**src/rtl/seq_shifter.sv**
```systemverilog
// seq_shifter: multi-cycle shift unit that moves the operand one bit per clock.
// Operations are LSL, LSR, ASR and ROR. Requests arrive on a valid/ready
// handshake. The result and the last bit shifted out leave on a second
// valid/ready handshake. The unit holds one operation at a time.
module seq_shifter #(
    parameter  int WIDTH = 8,
    localparam int AMT_W = $clog2(WIDTH) + 1
) (
    input  logic             clk,
    input  logic             rst_n,
    input  logic             in_valid,
    output logic             in_ready,
    input  logic [WIDTH-1:0] in_data,
    input  logic [AMT_W-1:0] in_amt,
    input  logic [1:0]       in_mode,
    output logic             out_valid,
    input  logic             out_ready,
    output logic [WIDTH-1:0] out_data,
    output logic             out_carry,
    output logic             busy
);

    localparam int SH_W = $clog2(WIDTH);

    localparam logic [1:0] MODE_LSL = 2'b00;
    localparam logic [1:0] MODE_LSR = 2'b01;
    localparam logic [1:0] MODE_ASR = 2'b10;

    typedef enum logic [1:0] {
        IDLE  = 2'b00,
        SHIFT = 2'b01,
        DONE  = 2'b10
    } state_t;

    state_t           state;
    state_t           state_nxt;
    logic [WIDTH-1:0] data;
    logic [AMT_W-1:0] cnt;
    logic             carry;
    logic [1:0]       mode;
    logic             accept;

    // Rotation wraps modulo WIDTH. The other modes saturate at WIDTH,
    // because further steps could not change the result.
    function automatic logic [AMT_W-1:0] eff_amount(input logic [AMT_W-1:0] amt,
                                                    input logic [1:0]       m);
        if (m == 2'b11)
            return {1'b0, amt[SH_W-1:0]};
        else if (amt > AMT_W'(WIDTH))
            return AMT_W'(WIDTH);
        else
            return amt;
    endfunction

    // One-position shift. The result is packed as {bit shifted out, new data}.
    function automatic logic [WIDTH:0] shift_step(input logic [WIDTH-1:0] d,
                                                  input logic [1:0]       m);
        logic signed [WIDTH-1:0] sd;
        sd = d;
        case (m)
            MODE_LSL: return {d[WIDTH-1], d[WIDTH-2:0], 1'b0};
            MODE_LSR: return {d[0], 1'b0, d[WIDTH-1:1]};
            MODE_ASR: return {d[0], sd >>> 1};
            default:  return {d[0], d[0], d[WIDTH-1:1]};
        endcase
    endfunction

    assign accept    = in_valid && (state == IDLE);
    assign in_ready  = (state == IDLE);
    assign out_valid = (state == DONE);
    assign busy      = (state != IDLE);
    assign out_data  = data;
    assign out_carry = carry;

    // State register; an asynchronous reset abandons any operation in flight.
    always_ff @(posedge clk or negedge rst_n) begin
        if (!rst_n)
            state <= IDLE;
        else
            state <= state_nxt;
    end

    // Next-state logic; SHIFT exits as soon as the counter reaches zero.
    always_comb begin
        state_nxt = state;
        case (state)
            IDLE:    if (accept) state_nxt = SHIFT;
            SHIFT:   if (cnt == '0) state_nxt = DONE;
            DONE:    if (out_ready) state_nxt = IDLE;
            default: state_nxt = IDLE;
        endcase
    end

    // Operand, counter and carry. The data register is held in DONE, so the
    // result stays stable while the consumer stalls.
    always_ff @(posedge clk or negedge rst_n) begin
        if (!rst_n) begin
            data  <= '0;
            cnt   <= '0;
            carry <= 1'b0;
            mode  <= MODE_LSL;
        end else if (accept) begin
            data  <= in_data;
            mode  <= in_mode;
            cnt   <= eff_amount(in_amt, in_mode);
            carry <= 1'b0;
        end else if (state == SHIFT && cnt != '0) begin
            {carry, data} <= shift_step(data, mode);
            cnt           <= cnt - AMT_W'(1);
        end
    end

endmodule

```
**config.mk**
```make
export PLATFORM = sky130hd
export DESIGN_NAME = seq_shifter
export DESIGN_NICKNAME = d
export VERILOG_FILES = /design/src/rtl/seq_shifter.sv
export SDC_FILE = /design/constraint.sdc
export NUM_CORES = 1
export LEC_CHECK = 0
export BUFFER_PORTS_ARGS = -buffer_cell sky130_fd_sc_hd__buf_2
export CAP_MARGIN = 15
export CORE_MARGIN = 2
export CORE_UTILIZATION = 25
export DETAILED_ROUTE_END_ITERATION = 10
export PLACE_DENSITY_LB_ADDON = 0.12
export SYNTH_ARGS = -nofsm -noshare
export SYNTH_HDL_FRONTEND = slang
export SYNTH_SLANG_ARGS = --single-unit
```
**constraint.sdc**
```tcl
create_clock -name clk -period 2.9 [get_ports clk]
set_clock_uncertainty 0.05 [all_clocks]
set_input_delay 0.29 -clock clk [delete_from_list [all_inputs] [get_ports clk]]
set_output_delay 0.29 -clock clk [all_outputs]
set_load 0.01 [all_outputs]
```
==> metrics.md, run 1 <==
| Metric | Value |
|---|---|
| Seq pwr share | `between 30% and 40%` |
| Area Overhead vs Synth | `21.37%` |
| Post-route ant nets | `0` |
| Number of synthesized flops with an enable pin | `0` |
| Max_cap viols | `0` |
| Hold_ws | `0.1967 ns` |
| Max clock buf depth | `2` |
| H-Tree Depth | `1` |
| Crit end category | `register` |
| Root Driver | `clkbuf_8` |
| Synth Warn # | `0` |
| Worst Path Class, Setup | `reg2reg` |
| GRT Overall Usage | `a little over an eighth` |
| Sw power | `601.6 uW` |
| Layout cells sized above 1 | `31.11%` |
| Clk slew on worst S/H paths | `0.07 ns` |
| Mapped Area | `0.001042 mm^2` |
| Pwr dens | `1101 mW/mm^2` |
| Vias in the first global route | `923` |
| Combinational power share | `50.7%` |
| Largest net degree at the start of global routing | `18` |
| Routability cong. | `just over 0.7` |
| Syn avg cell area | `roughly 10 um^2` |
| Initial antenna violation count | `0` |
| Setup Viol. Count Final | `0` |
| Nets@finish | `155` |
| Mapped Cells | `107` |
| Library cells used by synthesis | `40` |
| Post-synth ARST share | `between 90% and 100%` |
| Period utilization | `about two thirds` |
| Commonest non-fill, non-tap cell in the layout | `buf_2` |
| Internal Pwr Total | `791.0 uW` |
| Vias per inst | `4.946` |
| CTS sink count | `17` |
| Most frequent cells in the layout | `29 x buf_2, 17 x dfrtp_1, 9 x nor2_1` |
| Hold_buf cts | `1` |
| Row count | `23` |
| Post-synthesis sequential area ratio | `between 40% and 50%` |
| VDD IR max | `0.3642 mV` |
| CTS tree | `done` |
| Final core occ | `around a third` |
| #FFs+latches synth | `17` |
| Worst-path maximum fanout | `9` |
| Starting Density | `a little over a quarter` |
| Worst slew pin tran | `0.6872 ns` |
| Routed WL per cell | `14.80 um` |
| Post-DP HPWL | `1.912 mm` |
| Fillers | `about 430` |
| Status | `complete, no violations` |
| Critical path startpoint category | `register` |
| Drt pass-1 iters | `4` |
| Crit path arrival time | `2.01 ns` |
| Area occupied by multi-input gates | `between 500 and 600 um^2` |
| Initial drt markers | `34` |
| Critical Path RT | `2.99 ns` |
| Cell leakage power | `just under 0.0006 uW` |
| Peak Freq | `about 520 MHz` |
| TritonCTS Buffers | `3` |
| Die ar. | `0.004701 mm^2` |
| Register area | `425.4 um^2` |
| RSZ-0062 raised after global routing | `false` |
| DR DRC count | `0` |
| Core ar. | `0.004000 mm^2` |
| Rel. slew slack | `53.99%` |
| Synthesized Nets | `126` |
| Final Max Slew Viols | `0` |
| Hold Fails Final Rpt | `0` |
| Final setup TNS | `0 ns` |
| Gates resized, CTS repair | `0` |
| Total gr overflow | `0` |
| First-pass GRT wire length | `4.533 mm` |
| # port buffers | `29` |
| Total setup buffers inserted after CTS | `0` |
| Most used DFF post-synth | `dfrtp_1` |
| N_diodes | `0` |
| Ports | `30` |
| WL final | `2.738 mm` |
| Die H | `68.57 um` |
| Vias | `915` |
| Min Tclk post-route | `just under 2 ns` |
| Clock share of power | `between 10 and 15%` |
| Sw Share | `43.20%` |
| Worst hold path class | `in2reg` |
| Chip Width | `between 60 and 70 um` |
| Worst skew pair latency | `0.25 ns` |
## final timing paths
path,startpoint,to,slack (ns),cells after the start
setup / recovery,cnt[0],out_data[7],0.98,6
hold / removal,in_mode[0],mode[0],0.20,3
setup reg to reg,cnt[0],out_data[7],0.98,6
hold reg to reg,cnt[0],cnt[0],0.52,1
max in group asynchronous,rst_n,mode[0],2.06,2
min in group asynchronous,rst_n,state[1],0.45,2
## synth_stat cells (2+ instances only)
| cell type | n | area (um^2) |
|---|---|---|
| buf_6 | 2 | 22.52 |
| nor2_1 | 9 | 33.78 |
| inv_1 | 4 | 15.01 |
| o21ai_0 | 8 | 40.04 |
| a211oi_1 | 8 | 60.06 |
| nand3b_1 | 2 | 15.01 |
| o21a_1 | 8 | 60.06 |
| buf_2 | 2 | 10.01 |
| nand2_1 | 8 | 30.03 |
| o31ai_1 | 7 | 52.55 |
| clkbuf_1 | 2 | 7.510 |
| mux2i_1 | 2 | 20.02 |
| dfrtp_1 | 17 | 425.4 |
| a21oi_2 | 2 | 17.52 |
## layer usage
layer,routed length [um],global-route usage [%],up-vias
met4,25,4.250,0
li1,-,-,452
met1,1376,19.03,443
met3,112,3.409,2
met2,1224,19.71,18
met5,0,0,-
## power groups by stage
stage / Clock (uW) / Combinational, uW / Sequential [uW]
after floorplan: 0 / 548 / 478
after global placement: 0 / 704 / 519
after detailed placement: 0 / 710 / 513
after CTS: 189 / 718 / 509
after global routing: 198 / 804 / 533
final: 178 / 706 / 509
## flip-flops by register name (all words and copies together), names as in the netlist
name,flops
out_data,8
cnt,4
mode,2
state,2
out_carry,1
## cells by family (layout without fill, tap and decap cells)
logic type | after synthesis | count (layout) | share of synthesized area [%]
flip-flops | 17 | 17 | 40.82
multiplexers | 3 | 3 | 3.001
buffers and inverters | 12 | 40 | 6.362
adder cells (fa/ha/maj) | 1 | 1 | 1.200
AND/OR/NAND/NOR | 31 | 31 | 18.13
AO/OA/AOI/OAI | 43 | 43 | 30.49
## worst max-delay path, stage by stage, from the launching register on
cell and delay, ns:
dfrtp_1 0.40, inv_1 0.07, ha_1 0.21, nor4bb_4 0.44, buf_4 0.23, a211oi_1 0.06
o32a_1 0.35
## area by class of cell
| class | count | share of cell area, % |
|---|---|---|
| clock buffer | 4 | 3.561 |
| inverter | 5 | 1.484 |
| multi-input combinational | 78 | 43.52 |
| sequential | 17 | 33.63 |
| tap | 50 | 4.946 |
| timing repair buffer | 31 | 12.86 |
## through the flow
step | std cells | setup slack (ns) | area, um^2 | power [uW]
floorplan | 107 | 1.271 | 1042 | 1026
global placement | 180 | 1.032 | 1210 | 1223
detailed placement | 180 | 0.9866 | 1210 | 1223
CTS | 185 | 0.9650 | 1265 | 1416
global route | 185 | 0.8187 | 1265 | 1536
finish | 185 | 0.9768 | 1265 | 1393
(Power assumes the default switching activity.)
==> run 2, diff against run 1 <==
==> constraint.sdc (replaced) <==
create_clock -name clk -period 1.9 [get_ports clk]
set_clock_uncertainty 0.05 [all_clocks]
set_input_delay 0.19 -clock clk [delete_from_list [all_inputs] [get_ports clk]]
set_output_delay 0.19 -clock clk [all_outputs]
set_load 0.01 [all_outputs]
==> run 2 against run 1 <==
- critical path depth is the same
- non-clock buffer count up 11
- hold slack got worse by 0.10 ns
- critical path type unchanged
==> metrics.md, run 2 (same netlist as run 1, synthesis figures left out) <==
| Metric | Value |
|---|---|
| Status | `complete, no violations` |
| Worst slew pin tran | `0.5336 ns (-0.1536 ns)` |
| Core ar. | `0.004000 mm^2 (unchanged)` |
| Clk slew on worst S/H paths | `0.07 ns (about the same)` |
| RSZ-0062 raised after global routing | `false` |
| Max reg flops | `8 (unchanged)` |
| Chip Width | `68.57 um (unchanged)` |
| N_diodes | `0 (unchanged)` |
| Hold_ws | `0.09258 ns (-0.1042 ns)` |
| Peak Freq | `562.4 MHz (+8.2%)` |
| Fillers | `437 (+2.3%)` |
| VDD IR max | `0.6887 mV (+89%)` |
| Crit path buf inv count | `2 (unchanged)` |
| Ports | `30 (unchanged)` |
| # port buffers | `29 (unchanged)` |
| WL final | `2.924 mm (+6.8%)` |
| Final setup TNS | `0 ns (unchanged)` |
| First-pass GRT wire length | `4.767 mm (+5.2%)` |
| Clock share of power | `12.4% (-0.4 points)` |
| Met2 wire len | `1.274 mm (+4.1%)` |
| Critical path's slowest cell | `dfrtp_1` |
| CTS tree | `done` |
| Internal Pwr Total | `1330 uW (+68%)` |
| Vias per inst | `4.862 (-1.7%)` |
| Cell leakage power | `0.0006428 uW (+9.6%)` |
| Sw Share | `41.96% (-1.2 points)` |
| Combinational power share | `56.1% (+5.4 points)` |
| Routed WL per cell | `14.92 um (+0.80%)` |
| Row count | `23 (unchanged)` |
| Post-route ant nets | `0 (unchanged)` |
| Worst Path Class, Setup | `reg2reg` |
| Total gr overflow | `0 (unchanged)` |
| Worst skew pair latency | `0.26 ns (about the same)` |
| Wire length on met1 | `1.483 mm (+7.8%)` |
| WL met3 | `107 um (-4.5%)` |
| Max_cap viols | `0 (unchanged)` |
| Sw power | `961.6 uW (+60%)` |
| Rel. slew slack | `64.43% (+10 points)` |
| Vias | `953 (+4.2%)` |
| Die ar. | `0.004701 mm^2 (unchanged)` |
| Seq pwr share | `31.5% (-5.0 points)` |
| Final core occ | `33.69% (+2.1 points)` |
| Power Total | `2292 uW (+65%)` |
| Worst-path maximum fanout | `8 (-1)` |
| Routability cong. | `0.7274 (+3.2%)` |
| Layout cells sized above 1 | `36.30% (+5.2 points)` |
| H-Tree Depth | `1 (unchanged)` |
| Setup Viol. Count Final | `0 (unchanged)` |
| Worst hold path class | `in2reg` |
| Critical path startpoint category | `register` |
| GRT Overall Usage | `14.13% (+0.76 points)` |
| Final Max Slew Viols | `0 (unchanged)` |
| Die H | `68.57 um (unchanged)` |
| Area Overhead vs Synth | `29.29%` |
| Initial antenna violation count | `0 (unchanged)` |
| Cell family with most CP delay | `simple AND/OR/NAND/NOR gates` |
| Post-DP HPWL | `2.138 mm (+12%)` |
| Vias in the first global route | `933 (+1.1%)` |
| CTS sink count | `17 (unchanged)` |
| CP peak stage delay | `0.41 ns (-0.03 ns)` |
| Area occupied by multi-input gates | `550.5 um^2 (unchanged)` |
| Most frequent cells in the layout | `29 x buf_2, 17 x dfrtp_1, 12 x buf_4, 9 x nor2_1` |
| Hold Fails Final Rpt | `0 (unchanged)` |
| DR DRC count | `0 (unchanged)` |
| Crit-path cells | `inv_1 > ha_1 > nor4bb_4 > or2_1 > buf_4 > o21ai_0` |
| Period utilization | `93.59% (+27 points)` |
| Root Driver | `clkbuf_8` |
| Commonest non-fill, non-tap cell in the layout | `buf_2` |
| Total setup buffers inserted after CTS | `0 (unchanged)` |
| Largest net degree at the start of global routing | `18 (unchanged)` |
| Pwr dens | `1701 mW/mm^2 (+54%)` |
| Max clock buf depth | `2 (unchanged)` |
| Initial drt markers | `27 (-21%)` |
| Max layer used | `met4` |
| Min Tclk post-route | `1.778 ns (-0.1450 ns)` |
| TritonCTS Buffers | `3 (unchanged)` |
| Starting Density | `26.06% (unchanged)` |
| Drt pass-1 iters | `4 (unchanged)` |
| Register area | `425.4 um^2 (unchanged)` |
| Crit end category | `register` |
| Crit path arrival time | `1.87 ns (-0.14 ns)` |
| Nets@finish | `166 (+7.1%)` |
| Critical Path RT | `1.99 ns (-1.00 ns)` |
run 2: cell count changes in the layout (fill, tap and decap cells not counted):
cell,previous run,this run
buf_4,1,12
run 2: worst paths after layout:
check | startpoint | to | slack, ns | depth (start not counted)
max | cnt[0] | out_data[0] | 0.12 | 6
min | in_amt[2] | cnt[2] | 0.09 | 2
max reg2reg | cnt[0] | out_data[0] | 0.12 | 6
min reg2reg | out_data[3] | out_data[3] | 0.53 | 2
max in group asynchronous | rst_n | out_data[5] | 1.16 | 2
min in group asynchronous | rst_n | state[1] | 0.34 | 2
run 2: metal layers:
| metal | track usage, % | up-vias |
|---|---|---|
| met4 | 7.500 | 0 |
| li1 | - | 475 |
| met3 | 1.948 | 4 |
| met1 | 19.96 | 454 |
| met5 | 0 | - |
| met2 | 20.79 | 20 |
run 2: area by class of cell:
| class | count | share of cell area (%) |
|---|---|---|
| tap | 50 | 4.643 |
| timing repair buffer | 42 | 18.20 |
| multi-input combinational | 78 | 40.85 |
| clock buffer | 4 | 3.343 |
| inverter | 5 | 1.393 |
| sequential | 17 | 31.57 |
run 2: per-stage QoR:
stage / instance area, um^2 / setup WS, ns / cells
CTS: 1348 / 0.02985 / 196
global placement: 1292 / 0.1462 / 191
floorplan: 1042 / 0.2708 / 107
finish: 1348 / 0.1218 / 196
detailed placement: 1292 / 0.04275 / 191
global route: 1348 / 0.01973 / 196
run 2: power groups by stage:
stage / combinational, uW / sequential, uW / clock, uW
2_1_floorplan: 837 / 729 / 0
3_5_place_dp: 1300 / 730 / 0
6_report: 1280 / 723 / 284
5_1_grt: 1440 / 753 / 308
4_1_cts: 1300 / 724 / 293
3_3_place_gp: 1290 / 725 / 0
run 2: what timing repair did:
item | 4_1_cts | 5_1_grt
hold buffers | 1 | 0
setup endpoints to repair | 0 | 8
hold endpoints to repair | 17 | 0
gates resized for setup | 0 | 0
